<file path="config.mk">
export PLATFORM = sky130hd
export DESIGN_NAME = calc_method_select
export DESIGN_NICKNAME = d
export VERILOG_FILES = /design/src/rtl/calc_method_select.sv
export SDC_FILE = /design/constraint.sdc
export NUM_CORES = 1
export LEC_CHECK = 0
export CORE_MARGIN = 4
export CORE_UTILIZATION = 57
export CTS_BUF_LIST = sky130_fd_sc_hd__clkbuf_4 sky130_fd_sc_hd__clkbuf_8
export CTS_CLUSTER_DIAMETER = 40
export CTS_CLUSTER_SIZE = 25
export DETAILED_ROUTE_END_ITERATION = 10
export PLACE_DENSITY_LB_ADDON = 0.15
export SLEW_MARGIN = 40
export SYNTH_ARGS = -nofsm -noshare
export SYNTH_HDL_FRONTEND = slang
export SYNTH_SLANG_ARGS = --single-unit
</file>
<file path="constraint.sdc">
create_clock -name clk -period 1.85 [get_ports clk]
set_input_delay 0.37 -clock clk [delete_from_list [all_inputs] [get_ports clk]]
set_output_delay 0.37 -clock clk [all_outputs]
set_load 0.01 [all_outputs]
</file>
<file path="src/rtl/calc_method_select.sv">
// calc_method_select: debounced next/prev/confirm buttons choose a method code, lock it on confirm, release on unlock
module calc_method_select #(
    parameter int DEBOUNCE_CYCLES = 1000000,
    parameter int NUM_METHODS     = 5
) (
    input  logic       clk,
    input  logic       rst_n,
    input  logic       btn_next,
    input  logic       btn_prev,
    input  logic       btn_confirm,
    input  logic       unlock,
    output logic [2:0] method_sel,
    output logic       method_valid,
    output logic       locked
);
    localparam int CW = $clog2(DEBOUNCE_CYCLES);
    localparam logic [2:0] MAX_SEL = 3'(NUM_METHODS - 1);
    typedef enum logic {SELECT, LOCKED} state_t;
    logic [2:0]    w_raw;
    logic [2:0]    r_sync1;
    logic [2:0]    r_sync2;
    logic [2:0]    r_deb;
    logic [2:0]    r_deb_d;
    logic [CW-1:0] r_cnt [3];
    logic [2:0]    w_evt;
    state_t        r_state;
    state_t        w_state_nxt;
    logic [2:0]    r_sel;
    logic [2:0]    w_sel_nxt;
    logic          r_valid;
    logic          w_valid_nxt;
    assign w_raw        = {btn_confirm, btn_prev, btn_next};
    assign w_evt        = r_deb & ~r_deb_d;
    assign method_sel   = r_sel;
    assign method_valid = r_valid;
    assign locked       = (r_state == LOCKED);
    // two-flop synchronizers and the delayed debounced levels used for edge detection
    always_ff @(posedge clk or negedge rst_n) begin
        if (!rst_n) begin
            r_sync1 <= '0;
            r_sync2 <= '0;
            r_deb_d <= '0;
        end else begin
            r_sync1 <= w_raw;
            r_sync2 <= r_sync1;
            r_deb_d <= r_deb;
        end
    end
    // per-button debouncer: toggle only after the synced level has differed for DEBOUNCE_CYCLES cycles
    always_ff @(posedge clk or negedge rst_n) begin
        if (!rst_n) begin
            r_deb <= '0;
            for (int i = 0; i < 3; i++) r_cnt[i] <= '0;
        end else begin
            for (int i = 0; i < 3; i++) begin
                if (r_sync2[i] == r_deb[i]) begin
                    r_cnt[i] <= '0;
                end else if (r_cnt[i] == CW'(DEBOUNCE_CYCLES - 1)) begin
                    r_deb[i] <= ~r_deb[i];
                    r_cnt[i] <= '0;
                end else begin
                    r_cnt[i] <= r_cnt[i] + 1'b1;
                end
            end
        end
    end
    // selection state, method code and valid pulse registers
    always_ff @(posedge clk or negedge rst_n) begin
        if (!rst_n) begin
            r_state <= SELECT;
            r_sel   <= '0;
            r_valid <= 1'b0;
        end else begin
            r_state <= w_state_nxt;
            r_sel   <= w_sel_nxt;
            r_valid <= w_valid_nxt;
        end
    end
    // next state: confirm beats next/prev, simultaneous next+prev cancel, unlock beats everything while locked
    always_comb begin
        w_state_nxt = r_state;
        w_sel_nxt   = r_sel;
        w_valid_nxt = 1'b0;
        if (r_state == LOCKED) begin
            if (unlock) w_state_nxt = SELECT;
        end else if (w_evt[2]) begin
            w_valid_nxt = 1'b1;
            w_state_nxt = LOCKED;
        end else if (w_evt[0] && !w_evt[1]) begin
            w_sel_nxt = (r_sel == MAX_SEL) ? 3'd0 : r_sel + 3'd1;
        end else if (w_evt[1] && !w_evt[0]) begin
            w_sel_nxt = (r_sel == 3'd0) ? MAX_SEL : r_sel - 3'd1;
        end
    end
endmodule
</file>
======== Yosys cells after proc, flatten, opt, wreduce, memory -nomap -nowiden ========
Cells that the tools add are included.
word-level totals
  output and inout bits ................... 5
  word-level logic and storage cells ...... 58
  flip-flop bits (word level) ............. 77
cells by class
  muxes and demuxes ....................... 14
  reductions and logical operators ........ 10
  bitwise logic cells ..................... 10
  equality and inequality tests ........... 7
  $add $sub $neg .......................... 5
operator list
  kind                     count
  $mux W20                 6
  $add A20 B1 Y20 const B  3
  $eq A20 B20 Y1 const B   3
  $mux W3                  4
  $not A1 Y1               8
  $reduce_and A2 Y1        3
  $mux W1                  4
  $add A3 B1 Y3 const B    1
  $and A3 B3 Y3            1
  $eq A1 B1 Y1             3
  $eq A3 B3 Y1 const B     1
  $logic_not A3 Y1         1
  $not A3 Y3               1
  $reduce_and A3 Y1        1
  $sub A3 B1 Y3 const B    1
  $logic_and A1 B1 Y1      2
  $logic_not A1 Y1         2
  $reduce_bool A2 Y1       1

======== Logic depth before layout (Yosys ltp) ========
  depth after elaboration ................. 6
  mapped depth ............................ 6

======== Worst setup path after synthesis ========
Ideal clock, no wire load.
  path kind ............................... register to register
  start point ............................. register r_cnt[40] (netlist bit)
  end point ............................... register r_cnt[58] (netlist bit)
  cell stages (with the launch flop) ...... 7
  library setup time ...................... 78 ps
  data arrival time ....................... 1907 ps
  data required time ...................... 1772 ps
  setup slack ............................. -135 ps
  cells stage by stage .................... dfrtp_1 ha_1 nand2_1 or4_1 buf_2 or4_1 a21oi_1
on the way
  longest elaborated chain between the ends .. 3
RTL lines
  element                                                   RTL line  RTL
  from (decl)                                               24        logic [CW-1:0] r_cnt [3];
  from (signal, indexed assignment)                         62        r_cnt[i] <= r_cnt[i] + 1'b1;
  $add A20 B1 Y20 / $eq A20 B20 Y1 (equally long branches)  62, 58
  $mux W20 *                                                58        end else if (r_cnt[i] == CW'(DEBOUNCE_CYCLES - 1)) begin
  $mux W20 *                                                56        if (r_sync2[i] == r_deb[i]) begin
Mark *: on every way between the ends. The rest lies on a longest branch, timed or not.
A chain may end at the register's enable or synchronous reset.

======== Final worst setup path ========
  start point ............................. register r_cnt[49] (netlist bit)
  end point ............................... register r_cnt[57] (netlist bit)
The elaborated chain is that of the path after synthesis.

==> impl_metrics.yaml <==
die:
  die_area_sq_um: 7870
  die_w_um: 88.7
  io_pins: 11
  fp.dieH_um: 88.7
  placementRows: 29
  core-area_sq_um: 6350
  initial_core_util_pct: 58.5
place:
  place_congestion: 0.906
  portBuffers: 10
  dpl.cell_count: 482
  place_hpwl_um: 4910
  preCtsSetupSlack_ns: -0.0290
synth:
  syn-num-nets: 383
  seq_area_frac_synth_pct: 51.9
  ys_ff_latch: 77
  yosysUniqueCellTypes: 42
  synth_cells: 370
  synth_warnings: 0
  syn_avg_cell_area_sq_um: 10.0
  synth.cell_area_sq_um: 3710
pwr:
  power_leakage_nw: 1.85
  power.density_nw_per_um2: 678
  ir_drop_mv: 0.625
clocking:
  htreeDepth: 3
  cts_tree: "done"
  clock_path_buffers: 2
  cts_buffers: 9
  cts_root_buf: "clkbuf_8"
  cts.clk_slew.worst_paths_ns: 0.08
  cts_num_sinks: 77
  clk_latency_ns: 0.36
sta:
  final-max-slew-violation-count: 0
  finalHoldViolations: 0
  final.period_utilization_pct: 97.3
  setup_ws_ns: 0.0501
  clock.fmax_mhz: 556
  tightest_slew_ns: 0.391
  max_slew_margin_pct: 73.7
  grt_setup_unrepaired: "yes"
  post-route-min-period_ns: 1.80
  finalSetupViolCount: 0
  finClkSkew_ns: 0.00984
critical_path:
  startpoint_type: "flop"
  crit_slowest_cell: "or4_4"
  critPathTopFamily: "simple AND/OR/NAND/NOR gates"
  cp_slowest_stage_delay_ns: 0.55
  crit_fanout: 3
  path_buf_inv: 0
  path_cells: "nand4_1, or4_4, or4b_4, a21oi_2"
  crit_cells: 4
  worstSetupPathType: "flop to flop"
  r2r_slack_ns: 0.05
  cp-end-kind: "flop"
  critPathRequiredTime_ns: 2.14
  reg2reg_depth: 4
  cp.arrival_ns: 2.09
routing:
  wl_um: 7050
  drt-initial-drc-count: 101
  route.detailed.drc: 0
  dr.max_layer_used: "met4"
  vias: 2803
  drt-pass1-iter-count: 4
  wire_per_inst_um: 14.0
  detail-route-antenna-nets: 0
  drt-vias-per-instance: 5.57
  dr_wl_met3_um: 254
  met2WireLength_um: 3370
  wl_met1_um: 3270
grt:
  grt_overflow: 0
  grt_pass1_vias: 2740
  grt_usage_pct: 20.0
  grt_pass1_wl_um: 12200
  grt_max_degree: 38
  antenna_found_initial: 0
worst_hold_path:
  worstHoldPathType: "flop to flop"
  hold_depth: 0
final_layout:
  layout.nets: 434
  drive_gt1_share_pct: 20.2
  fin_cells: 503
  antennaDiodeCount: 0
  syn2layout_area_growth_pct: 20.3
run:
  drv_cap: 0
status:
  status: "finished clean"
==> flip-flops by register name (all words and copies together), names as in the netlist <==
| register | flops |
|---|---|
| r_deb_d | 3 |
| r_sync2 | 3 |
| r_deb | 3 |
| method_valid | 1 |
| locked | 1 |
| r_sync1 | 3 |
| r_cnt | 60 |
| method_sel | 3 |
==> Yosys cell counts <==
cell / number / area share [%]
clkbuf_1: 6 / 0.61
a21oi_1: 18 / 2.4
o41ai_1: 1 / 0.24
o31ai_4: 1 / 0.57
nand4b_1: 1 / 0.24
or3_1: 9 / 1.5
dfrtp_1: 77 / 52
nand3_1: 24 / 3.2
and4_1: 2 / 0.47
o31ai_1: 6 / 1.2
inv_1: 15 / 1.5
or2_2: 1 / 0.17
and3_2: 1 / 0.20
or4_1: 8 / 1.6
xor2_1: 14 / 3.3
nor4_1: 11 / 1.9
buf_2: 3 / 0.40
a21bo_2: 1 / 0.27
nor2_1: 50 / 5.1
ha_1: 7 / 2.4
mux2_2: 3 / 0.91
or4b_1: 2 / 0.54
o21ai_0: 10 / 1.3
and2_1: 3 / 0.51
nand3_4: 1 / 0.47
nor2b_1: 4 / 0.67
o21a_1: 1 / 0.20
nor3_1: 14 / 1.9
nand2b_1: 4 / 0.67
and3_1: 5 / 0.84
nand2_1: 19 / 1.9
a31o_2: 2 / 0.47
a211o_1: 1 / 0.24
nand4_1: 11 / 1.9
xnor2_1: 26 / 6.1
mux2i_1: 1 / 0.27
nand3b_1: 1 / 0.20
a21o_1: 1 / 0.20
nand4bb_1: 2 / 0.61
nand4_2: 1 / 0.34
nor4b_1: 1 / 0.24
o31ai_2: 1 / 0.34
==> repair_timing <==
action | CTS | global route
hold endpoints to repair | 21 | 0
resized for setup | 2 | 16
hold buffers | 1 | 0
endpoints found under the setup margin | 3 | 10
pin swaps | 0 | 4
buffers inserted | 2 | 2
==> path summary, 6_finish.rpt <==
check                                       end                  from
min in group asynchronous   r_cnt[53]$_DFF_PN0_                 rst_n
setup / recovery            r_cnt[57]$_DFF_PN0_   r_cnt[49]$_DFF_PN0_
setup reg to reg            r_cnt[57]$_DFF_PN0_   r_cnt[49]$_DFF_PN0_
hold / removal             r_sync2[2]$_DFF_PN0_  r_sync1[2]$_DFF_PN0_
hold reg to reg            r_sync2[2]$_DFF_PN0_  r_sync1[2]$_DFF_PN0_
max in group asynchronous  r_sync1[1]$_DFF_PN0_                 rst_n
==> stage by stage <==
step | TNS, ns | instance area [sq um] | power (mW) | util, % | hold WS (ns)
after detailed placement | -0.0346 | 4170 | 1.89 | 65.6 | 0.284
after CTS | 0 | 4380 | 3.07 | 69.0 | 0.355
final | 0 | 4470 | 3.03 | 70.4 | 0.356
after global placement | 0 | 4170 | 1.89 | 65.6 | 0.281
after floorplan | -0.0316 | 3730 | 1.80 | - | 0.0744
after global routing | -0.0782 | 4470 | 3.16 | 70.4 | 0.366
==> metal layers <==
layer	track usage, %	vias up
met2	33.1	45
met5	0	-
li1	-	1409
met3	5.40	17
met4	7.42	0
met1	25.1	1332
==> worst register-to-register path, cell delays in order (launching register included) <==
cell	delay, ns
dfrtp_1	0.38
nand4_1	0.16
or4_4	0.55
or4b_4	0.50
a21oi_2	0.15
==> cells in the final DEF (no fill, tap or decap), types with 8 or more instances in the layout <==
cell,instances
nand3_1,23
nor3_1,12
clkdlybuf4s50_1,9
or3_1,8
buf_4,37
clkbuf_8,10
nor4_1,10
nor2_1,50
xor2_1,14
inv_1,15
a21oi_1,15
dfrtp_1,77
o21ai_0,10
nand2_1,18
nand4_1,11
xnor2_1,26
==> power breakdown <==
part | total (mW) | internal (mW) | switching (mW)
Combinational | 0.136 | 0.0565 | 0.0793
Clock | 1.17 | 0.530 | 0.641
Sequential | 1.72 | 1.70 | 0.0192
Total | 3.03 | 2.29 | 0.740
==> cells by family after synthesis <==
kind of cell / synth area share [%]
compound gates: 7.51
xor+xnor: 9.43
fa+ha+maj: 2.36
buf+inv: 2.53
flops: 51.9
mux: 1.18
simple gates: 25.1
==> cell type report <==
| cell class | instances | area, sq um |
|---|---|---|
| inverter | 15 | 56.3 |
| multi-input combinational | 269 | 1790 |
| tap | 77 | 96.3 |
| clock inverter | 6 | 45.0 |
| sequential | 77 | 1930 |
| fill | 453 | 1880 |
| timing repair buffer | 49 | 418 |
| clock buffer | 10 | 138 |
No activity file was read; power rests on OpenSTA's default activity.
